File: src/rtl/tipi_pkg.sv
// Shared types and constants for the TIPI Pi-side serializer.
// Frame length depends on PI_SHIFT_PARITY_EN (ninth odd-parity bit when defined).
package tipi_pkg;

  typedef enum logic [1:0] {
    ST_IDLE  = 2'd0,
    ST_SHIFT = 2'd1,
    ST_DONE  = 2'd2
  } state_e;

`ifdef PI_SHIFT_PARITY_EN
  localparam int FRAME_BITS = 9;
`else
  localparam int FRAME_BITS = 8;
`endif

  localparam int SYNC_STAGES_DEF = 2;
  localparam int CNT_W           = 4;

  // Odd parity: the returned bit makes the total number of ones odd.
  function automatic logic odd_parity(input logic [7:0] data);
    return ~^data;
  endfunction

endpackage

File: src/rtl/pi_shift_out_sync_edge.sv
// Multi-flop synchronizer plus history flop for one asynchronous Pi strobe;
// provides the synchronized level and a one-cycle rising-edge pulse.
module sync_edge #(
  parameter int STAGES = 2
) (
  input  logic clk,
  input  logic reset,
  input  logic async_in,
  output logic level,
  output logic rise
);

  logic [STAGES-1:0] sync_q, sync_d;
  logic              hist_q, hist_d;

  always_comb begin
    sync_d = {sync_q[STAGES-2:0], async_in};
    hist_d = sync_q[STAGES-1];
  end

  always_ff @(posedge clk) begin
    if (reset) begin
      sync_q <= '0;
      hist_q <= 1'b0;
    end else begin
      sync_q <= sync_d;
      hist_q <= hist_d;
    end
  end

  assign level = sync_q[STAGES-1];
  assign rise  = sync_q[STAGES-1] & ~hist_q;

endmodule

File: src/rtl/pi_shift_out.sv
// Pi-side serializer: loads the latched TIPI byte on a Pi load strobe and shifts
// it out MSB-first on the Pi serial clock. Build option: PI_SHIFT_PARITY_EN.
module pi_shift_out
  import tipi_pkg::*;
#(
  parameter int SYNC_STAGES = SYNC_STAGES_DEF
) (
  input  logic       clk,
  input  logic       reset,
  input  logic [0:7] din,
  input  logic       pi_le,
  input  logic       pi_sclk,
  output logic       pi_sdo,
  output logic       busy,
  output logic       taken
);

  localparam logic [CNT_W-1:0] LAST_CNT = CNT_W'(FRAME_BITS);

  logic le_lvl, le_rise, sclk_lvl, sclk_rise;
  logic le_act, sclk_act;

  state_e                  state_q, state_d;
  logic [FRAME_BITS-1:0]   shreg_q, shreg_d;
  logic [CNT_W-1:0]        cnt_q, cnt_d;
  logic                    sdo_q, sdo_d;
  logic                    busy_q, busy_d;
  logic                    taken_q, taken_d;
  logic [FRAME_BITS-1:0]   load_word;

  sync_edge #(.STAGES(SYNC_STAGES)) u_sync_le (
    .clk      (clk),
    .reset    (reset),
    .async_in (pi_le),
    .level    (le_lvl),
    .rise     (le_rise)
  );

  sync_edge #(.STAGES(SYNC_STAGES)) u_sync_sclk (
    .clk      (clk),
    .reset    (reset),
    .async_in (pi_sclk),
    .level    (sclk_lvl),
    .rise     (sclk_rise)
  );

  assign le_act   = le_rise & le_lvl;
  assign sclk_act = sclk_rise & sclk_lvl;

`ifdef PI_SHIFT_PARITY_EN
  assign load_word = {din, odd_parity(din)};
`else
  assign load_word = din;
`endif

  always_comb begin
    state_d = state_q;
    shreg_d = shreg_q;
    cnt_d   = cnt_q;
    sdo_d   = sdo_q;
    busy_d  = busy_q;
    taken_d = 1'b0;

    // A load always wins; a coincident sclk edge is dropped.
    if (le_act) begin
      shreg_d = load_word;
      cnt_d   = '0;
      sdo_d   = load_word[FRAME_BITS-1];
      busy_d  = 1'b1;
      state_d = ST_SHIFT;
    end else if (sclk_act && (state_q == ST_SHIFT)) begin
      shreg_d = {shreg_q[FRAME_BITS-2:0], 1'b0};
      cnt_d   = cnt_q + 1'b1;
      if (cnt_d == LAST_CNT) begin
        state_d = ST_DONE;
        busy_d  = 1'b0;
        taken_d = 1'b1;
        sdo_d   = 1'b0;
      end else begin
        sdo_d   = shreg_d[FRAME_BITS-1];
      end
    end
  end

  always_ff @(posedge clk) begin
    if (reset) begin
      state_q <= ST_IDLE;
      shreg_q <= '0;
      cnt_q   <= '0;
      sdo_q   <= 1'b0;
      busy_q  <= 1'b0;
      taken_q <= 1'b0;
    end else begin
      state_q <= state_d;
      shreg_q <= shreg_d;
      cnt_q   <= cnt_d;
      sdo_q   <= sdo_d;
      busy_q  <= busy_d;
      taken_q <= taken_d;
    end
  end

  assign pi_sdo = sdo_q;
  assign busy   = busy_q;
  assign taken  = taken_q;

endmodule

File: config.mk
export PLATFORM = sky130hd
export DESIGN_NAME = pi_shift_out
export DESIGN_NICKNAME = d
export VERILOG_FILES = /design/src/rtl/tipi_pkg.sv /design/src/rtl/pi_shift_out_sync_edge.sv /design/src/rtl/pi_shift_out.sv
export SDC_FILE = /design/constraint.sdc
export NUM_CORES = 1
export LEC_CHECK = 0
export BUFFER_PORTS_ARGS = -buffer_cell sky130_fd_sc_hd__buf_2
export CAP_MARGIN = 20
export CORE_MARGIN = 2
export CORE_UTILIZATION = 50
export DETAILED_ROUTE_END_ITERATION = 7
export PLACE_DENSITY_LB_ADDON = 0.15
export SLEW_MARGIN = 20
export SYNTH_ARGS = -nofsm -noshare
export SYNTH_HDL_FRONTEND = slang
export SYNTH_SLANG_ARGS = --single-unit
File: constraint.sdc
create_clock -name clk -period 3.8 [get_ports clk]
set_input_delay 0.19 -clock clk [delete_from_list [all_inputs] [get_ports clk]]
set_output_delay 0.19 -clock clk [all_outputs]
set_load 0.01 [all_outputs]
; ---- Word level (Yosys, flattened, before mapping)
; Index checks and enable logic that the tools add are counted.
[word_totals]
word_cells = 40
out_inout_bits = 3
input_bits = 12
register_bits = 22
[op_classes]
reduce_logical = 7
n_eq_ne = 2
add_sub_neg = 1
n_mux = 12
n_bitwise = 7
[ops]
columns = cell, n
row1 = $mux 7, 2
row2 = $mux 1, 10
row3 = $add 4x1->4 const B, 1
row4 = $and 1x1->1, 4
row5 = $eq 4x4->1 const B, 1
row6 = $reduce_and 2->1, 2
row7 = $reduce_bool 2->1, 2
row8 = $not 1->1, 3
row9 = $reduce_or 3->1, 1
row10 = $eq 2x1->1 const B, 1
row11 = $reduce_or 2->1, 1
row12 = $logic_and 1x1->1, 1

; ---- Longest topological paths before layout
[depth]
depth_word = 6
mapped_depth = 5
mapped_depth_nobuf = 4

; ---- Hierarchy
; A second synthesis with hierarchy kept.
[hier_totals]
cells_unflattened = 87
area_unflattened_um2 = 799.5
[modules_own_cells]
columns = module, n_inst, area_per_inst_um2, cells_each, seq_area_each_um2
row1 = pi_shift_out, 1, 624.3, 73, 300.3
row2 = sync_edge, 2, 87.6, 7, 60.1

; ---- Worst setup path before layout
; Ideal clock, no wire load.
[synth_path]
path_type = reg-to-reg
from = register state_q[0]
to = register sdo_q, in the netlist pi_sdo
setup_slack_ns = 2.558
synth_period_minus_slack_ns = 1.242
arrival_ns = 1.117
stages_incl_launch_ff = 5
path_cell_list = dfxtp_1 and4bb_4 mux2_2 nand2_1 o22ai_1
[synth_via]
elab_chain_cells = 3
[synth_lines]
columns = item, line
row1 = from (decl), pi_shift_out.sv:23  ; state_e state_q, state_d;
row2 = from (signal assigned), pi_shift_out.sv:94  ; state_q <= state_d;
row3 = $eq 2x1->1, pi_shift_out.sv:71  ; end else if (sclk_act && (state_q == ST_SHIFT)) begin
row4 = $logic_and 1x1->1, pi_shift_out.sv:71
row5 = $reduce_bool 2->1 (no line), -
row6 = to (signal assigned), pi_shift_out.sv:97  ; sdo_q <= sdo_d;
row7 = to (decl), pi_shift_out.sv:26  ; logic sdo_q, sdo_d;
; Every way passes these cells.
; A chain may end at the register's enable or synchronous reset.

; ---- Worst setup path in the final report
[layout_path]
from = register u_sync_sclk.hist_q
to = register sdo_q, in the netlist pi_sdo
[layout_via]
elab_chain_cells = 5
[layout_lines]
columns = item, line
row1 = from (decl), pi_shift_out_sync_edge.sv:14  ; logic hist_q, hist_d;
row2 = from (signal assigned), pi_shift_out_sync_edge.sv:27  ; hist_q <= hist_d;
row3 = $not 1->1, pi_shift_out_sync_edge.sv:32  ; assign rise = sync_q[STAGES-1] & ~hist_q;
row4 = $and 1x1->1, pi_shift_out_sync_edge.sv:32
row5 = $and 1x1->1, pi_shift_out.sv:48  ; assign sclk_act = sclk_rise & sclk_lvl;
row6 = $logic_and 1x1->1, pi_shift_out.sv:71
row7 = $reduce_bool 2->1 (no line), -
; Every way passes these cells.

==> run summary <==
15 I/O pins were placed. The tools report the pre-CTS setup slack as 2.40 ns. Summed over all instances, the cell type with the most area after synthesis is sky130_fd_sc_hd__dfxtp_1.

Counting every net in the synthesized netlist gives 91. The floorplan has 14 rows. The clock arrives with 0.00850 ns of skew. The logs give 3 for the detailed-router iteration count before antenna repair and 0.0802 mW for the net switching power.

The critical path data required time was 3.97 ns; the sequential share of power was 64.4%. Entering global routing, the biggest net connects 17 pins. In this run the worst hold path is classified as input port to flop. The flop and latch count out of synthesis is 21. Global routing consumed, over all layers together, 14.6% of the routing resources. Once detailed placement completed, the half-perimeter wirelength came to 854 um.

The clock transition at the register clock pins on the worst setup and hold paths after CTS is 0.12 ns, and the relative area change from synthesis to final layout is 10.4%. In this run the vertical extent of the chip is 44.4 um. The logs give 1520 um2 for the placeable core region and 0.278 mW for the internal power contribution. In the final timing run, aggregate negative setup slack is 0 ns. The starting DRC count in detailed routing came out at 3. For the floorplan die area, the log shows 1970 um2. The post-synthesis area per instance came out at 10.4 um2. Dividing the detail-routed wire length by the instance count gives 11.2 um. After clock tree synthesis, the setup repair step added 0 buffers.

Combinational logic burns 6.3% of the power. Hold timing on the final database bottoms out at a slack of 0.0805 ns. The count of cells in the finished layout, fillers not included, comes to 108. The slew at the pin closest to its max-slew limit was 0.525 ns; the layout net count was 106. The congestion estimate from routability-driven global placement came to 0.663.

The tools report the via count of the first global-routing pass as 506. TritonCTS built the clock tree. The cell count after placement was 104. Kind of end point of the critical path: a flop. Total power draw: 0.358 mW. The critical path in this run is classified as flop to flop. The flow ran to the end, and the final reports show no timing, DRC or antenna violations.

Of the synthesized area, sequential elements account for 51.6%. Cell area after placement: 872 um2. The clock passes through at most 2 buffers. In this run the worst path has a maximum fanout of 13. The count of nets left with antenna violations once routing finished came out at 0.

From left edge to right edge, the die measures 44.4 um. Yosys printed 0 warnings. The detailed router placed 556 vias in this run. The tools report the critical path arrival as 1.59 ns.

In the post-synthesis netlist, the biggest area contributors are sky130_fd_sc_hd__dfxtp_1, sky130_fd_sc_hd__mux2i_1, sky130_fd_sc_hd__a211oi_1, sky130_fd_sc_hd__nor2_1, sky130_fd_sc_hd__nor2b_1. The worst slew margin relative to its limit is 65.0%. The source-to-sink clock delay at the later pin of the worst-skew pair came out at 0.31 ns.

After synthesis, the largest area contributor takes up 51.6% of total cell area. Cells fill 59.0% of the core in the end. The total CTS buffers is 3. In the finished design, the share of the clock period the worst path needs comes to 37.2%. The final hold violation count is 0. The worst setup path is launched from a flop. For the first-pass GRT wire length, the log shows 2010 um. For this run, the top clock speed supported by timing is 0.708 GHz. Once the floorplan was initialized, standard cells occupied 53.4% of the core.

The repair_antennas step left the layout with diodes totalling 0. The via density per instance was 5.15; the number of hold buffers added after cts was 0. Clock network power share: 29.3%. Setup repair after global routing left no endpoint under its margin. The fraction of layout cells with a size suffix above 1 works out to 21.7%. Cell with the largest stage delay on the worst path: sky130_fd_sc_hd__and4bb_4. The run gives 0 as the leftover overflow at the end of global routing. The largest stage delay on the critical path is 0.46 ns. For the finished layout, the period the worst path requires is 1.41 ns.

Net switching is 22.4% of the power. The netlist uses 23 different library cells. The max-slew violation count came out at 0. After clock tree synthesis, the repair step resized 0 gates. The count of buffers added on input and output ports is 14. The mapped netlist covers 815 um2.

The slack of the critical path came out at 2.39 ns. Setup violations remaining at the end of the flow were counted as 0. Counting every sink on the clock net gives 21. The initial antenna violation count is 0, and the synthesized netlist cell count is 78. Max-cap violations in this run came to 0. The routed design has 1210 um of wire. Traced cell by cell, the critical path runs through and4bb_4 -> mux2_2 -> nand2_1 -> o22ai_1.

IR analysis of the VDD net gives a maximum drop of 0.237 mV. The maximum level of the CTS H-tree is 1. The total power density per cell area was 398 nW/um2; the static leakage was 0.351 nW. The number of fill cells in the layout was 130; the count of unresolved DRC violations after routing was 0.

The cell area after layout is 900 um2. The tree is rooted in a sky130_fd_sc_hd__clkbuf_4.
## state kept, by name (all words and copies together), names as in the netlist
register and flops:
cnt_q 4, pi_sdo 1, shreg_q 7, state_q 2, taken 1, u_sync_le.hist_q 1, u_sync_le.sync_q 2, u_sync_sclk.hist_q 1
u_sync_sclk.sync_q 2
## Yosys cell counts
master                      number
sky130_fd_sc_hd__dfxtp_1        21
sky130_fd_sc_hd__nor2_1         11
sky130_fd_sc_hd__mux2i_1         7
sky130_fd_sc_hd__a211oi_1        6
sky130_fd_sc_hd__nor2b_1         6
sky130_fd_sc_hd__a21oi_1         3
sky130_fd_sc_hd__nand2_1         3
sky130_fd_sc_hd__nand2b_1        3
sky130_fd_sc_hd__clkbuf_1        2
sky130_fd_sc_hd__nand3b_1        2
sky130_fd_sc_hd__xor2_1          2
sky130_fd_sc_hd__a21boi_0        1
sky130_fd_sc_hd__and3b_1         1
sky130_fd_sc_hd__and4bb_4        1
sky130_fd_sc_hd__buf_12          1
sky130_fd_sc_hd__buf_2           1
sky130_fd_sc_hd__ha_1            1
sky130_fd_sc_hd__inv_1           1
sky130_fd_sc_hd__mux2_2          1
sky130_fd_sc_hd__nand4_1         1
sky130_fd_sc_hd__o2111ai_1       1
sky130_fd_sc_hd__o22ai_1         1
sky130_fd_sc_hd__xnor2_1         1
## worst paths after layout
kind / from / to / slack [ns] / cells past startpoint
worst min register to register: state_q[1] / state_q[1] / 0.45 / 2
worst min-delay path: pi_sclk / u_sync_sclk.sync_q[0] / 0.08 / 2
worst max-delay path: u_sync_sclk.hist_q / pi_sdo / 2.39 / 4
worst max register to register: u_sync_sclk.hist_q / pi_sdo / 2.39 / 4
## final cells by class
cell class | count | area (um2) | share of cell area [%]
flip-flops and latches | 21 | 420 | 46.7
multi-input cells | 52 | 358 | 39.8
repair buffers | 14 | 70.1 | 7.79
clock buffers | 3 | 22.5 | 2.50
well taps | 16 | 20.0 | 2.23
clock inverters | 1 | 5.00 | 0.556
inverters | 1 | 3.75 | 0.417
## layout by cell type, fill, tap and decap left out, types with 2 or more instances in the layout
cell / n
sky130_fd_sc_hd__dfxtp_1: 21
sky130_fd_sc_hd__buf_2: 14
sky130_fd_sc_hd__nor2_1: 11
sky130_fd_sc_hd__mux2i_1: 7
sky130_fd_sc_hd__nor2b_1: 6
sky130_fd_sc_hd__a211oi_1: 6
sky130_fd_sc_hd__nand2b_1: 3
sky130_fd_sc_hd__a21oi_1: 3
sky130_fd_sc_hd__nand2_1: 3
sky130_fd_sc_hd__clkbuf_4: 3
sky130_fd_sc_hd__nand3b_1: 2
sky130_fd_sc_hd__xor2_1: 2
## worst max-delay path: cells and delay by family, from the launching register on
| kind | cells | cell delay [ns] |
|---|---|---|
| flops | 1 | 0.31 |
| mux | 1 | 0.37 |
| simple gates | 2 | 0.53 |
| compound gates | 1 | 0.07 |
## routing by layer
layer,share of wire (%),up-vias,wire (um),GRT usage [%]
met4,3.2,0,39,12.7
li1,-,296,-,-
met3,3.1,5,38,2.45
met5,0,-,0,0
met1,48,245,578,16.5
met2,46,10,556,23.5
## kinds of logic after synthesis
family                     share of synthesized area [%]
adders and majority gates                           1.54
AOI/OAI and AO/OA                                   10.1
DFF                                                 51.6
buffers and inverters                               4.45
and+or+nand+nor                                     19.0
xor gates and xnor gates                            3.23
muxes                                               9.98
## power groups by stage
stage,registers (mW),logic [mW],clock network (mW)
after detailed placement,0.236,0.0231,0
final,0.231,0.0227,0.105
after global routing,0.232,0.0261,0.118
after floorplan,0.235,0.0145,0
after CTS,0.231,0.0232,0.111
after global placement,0.236,0.0227,0
No activity file was read; power rests on OpenSTA's default activity.
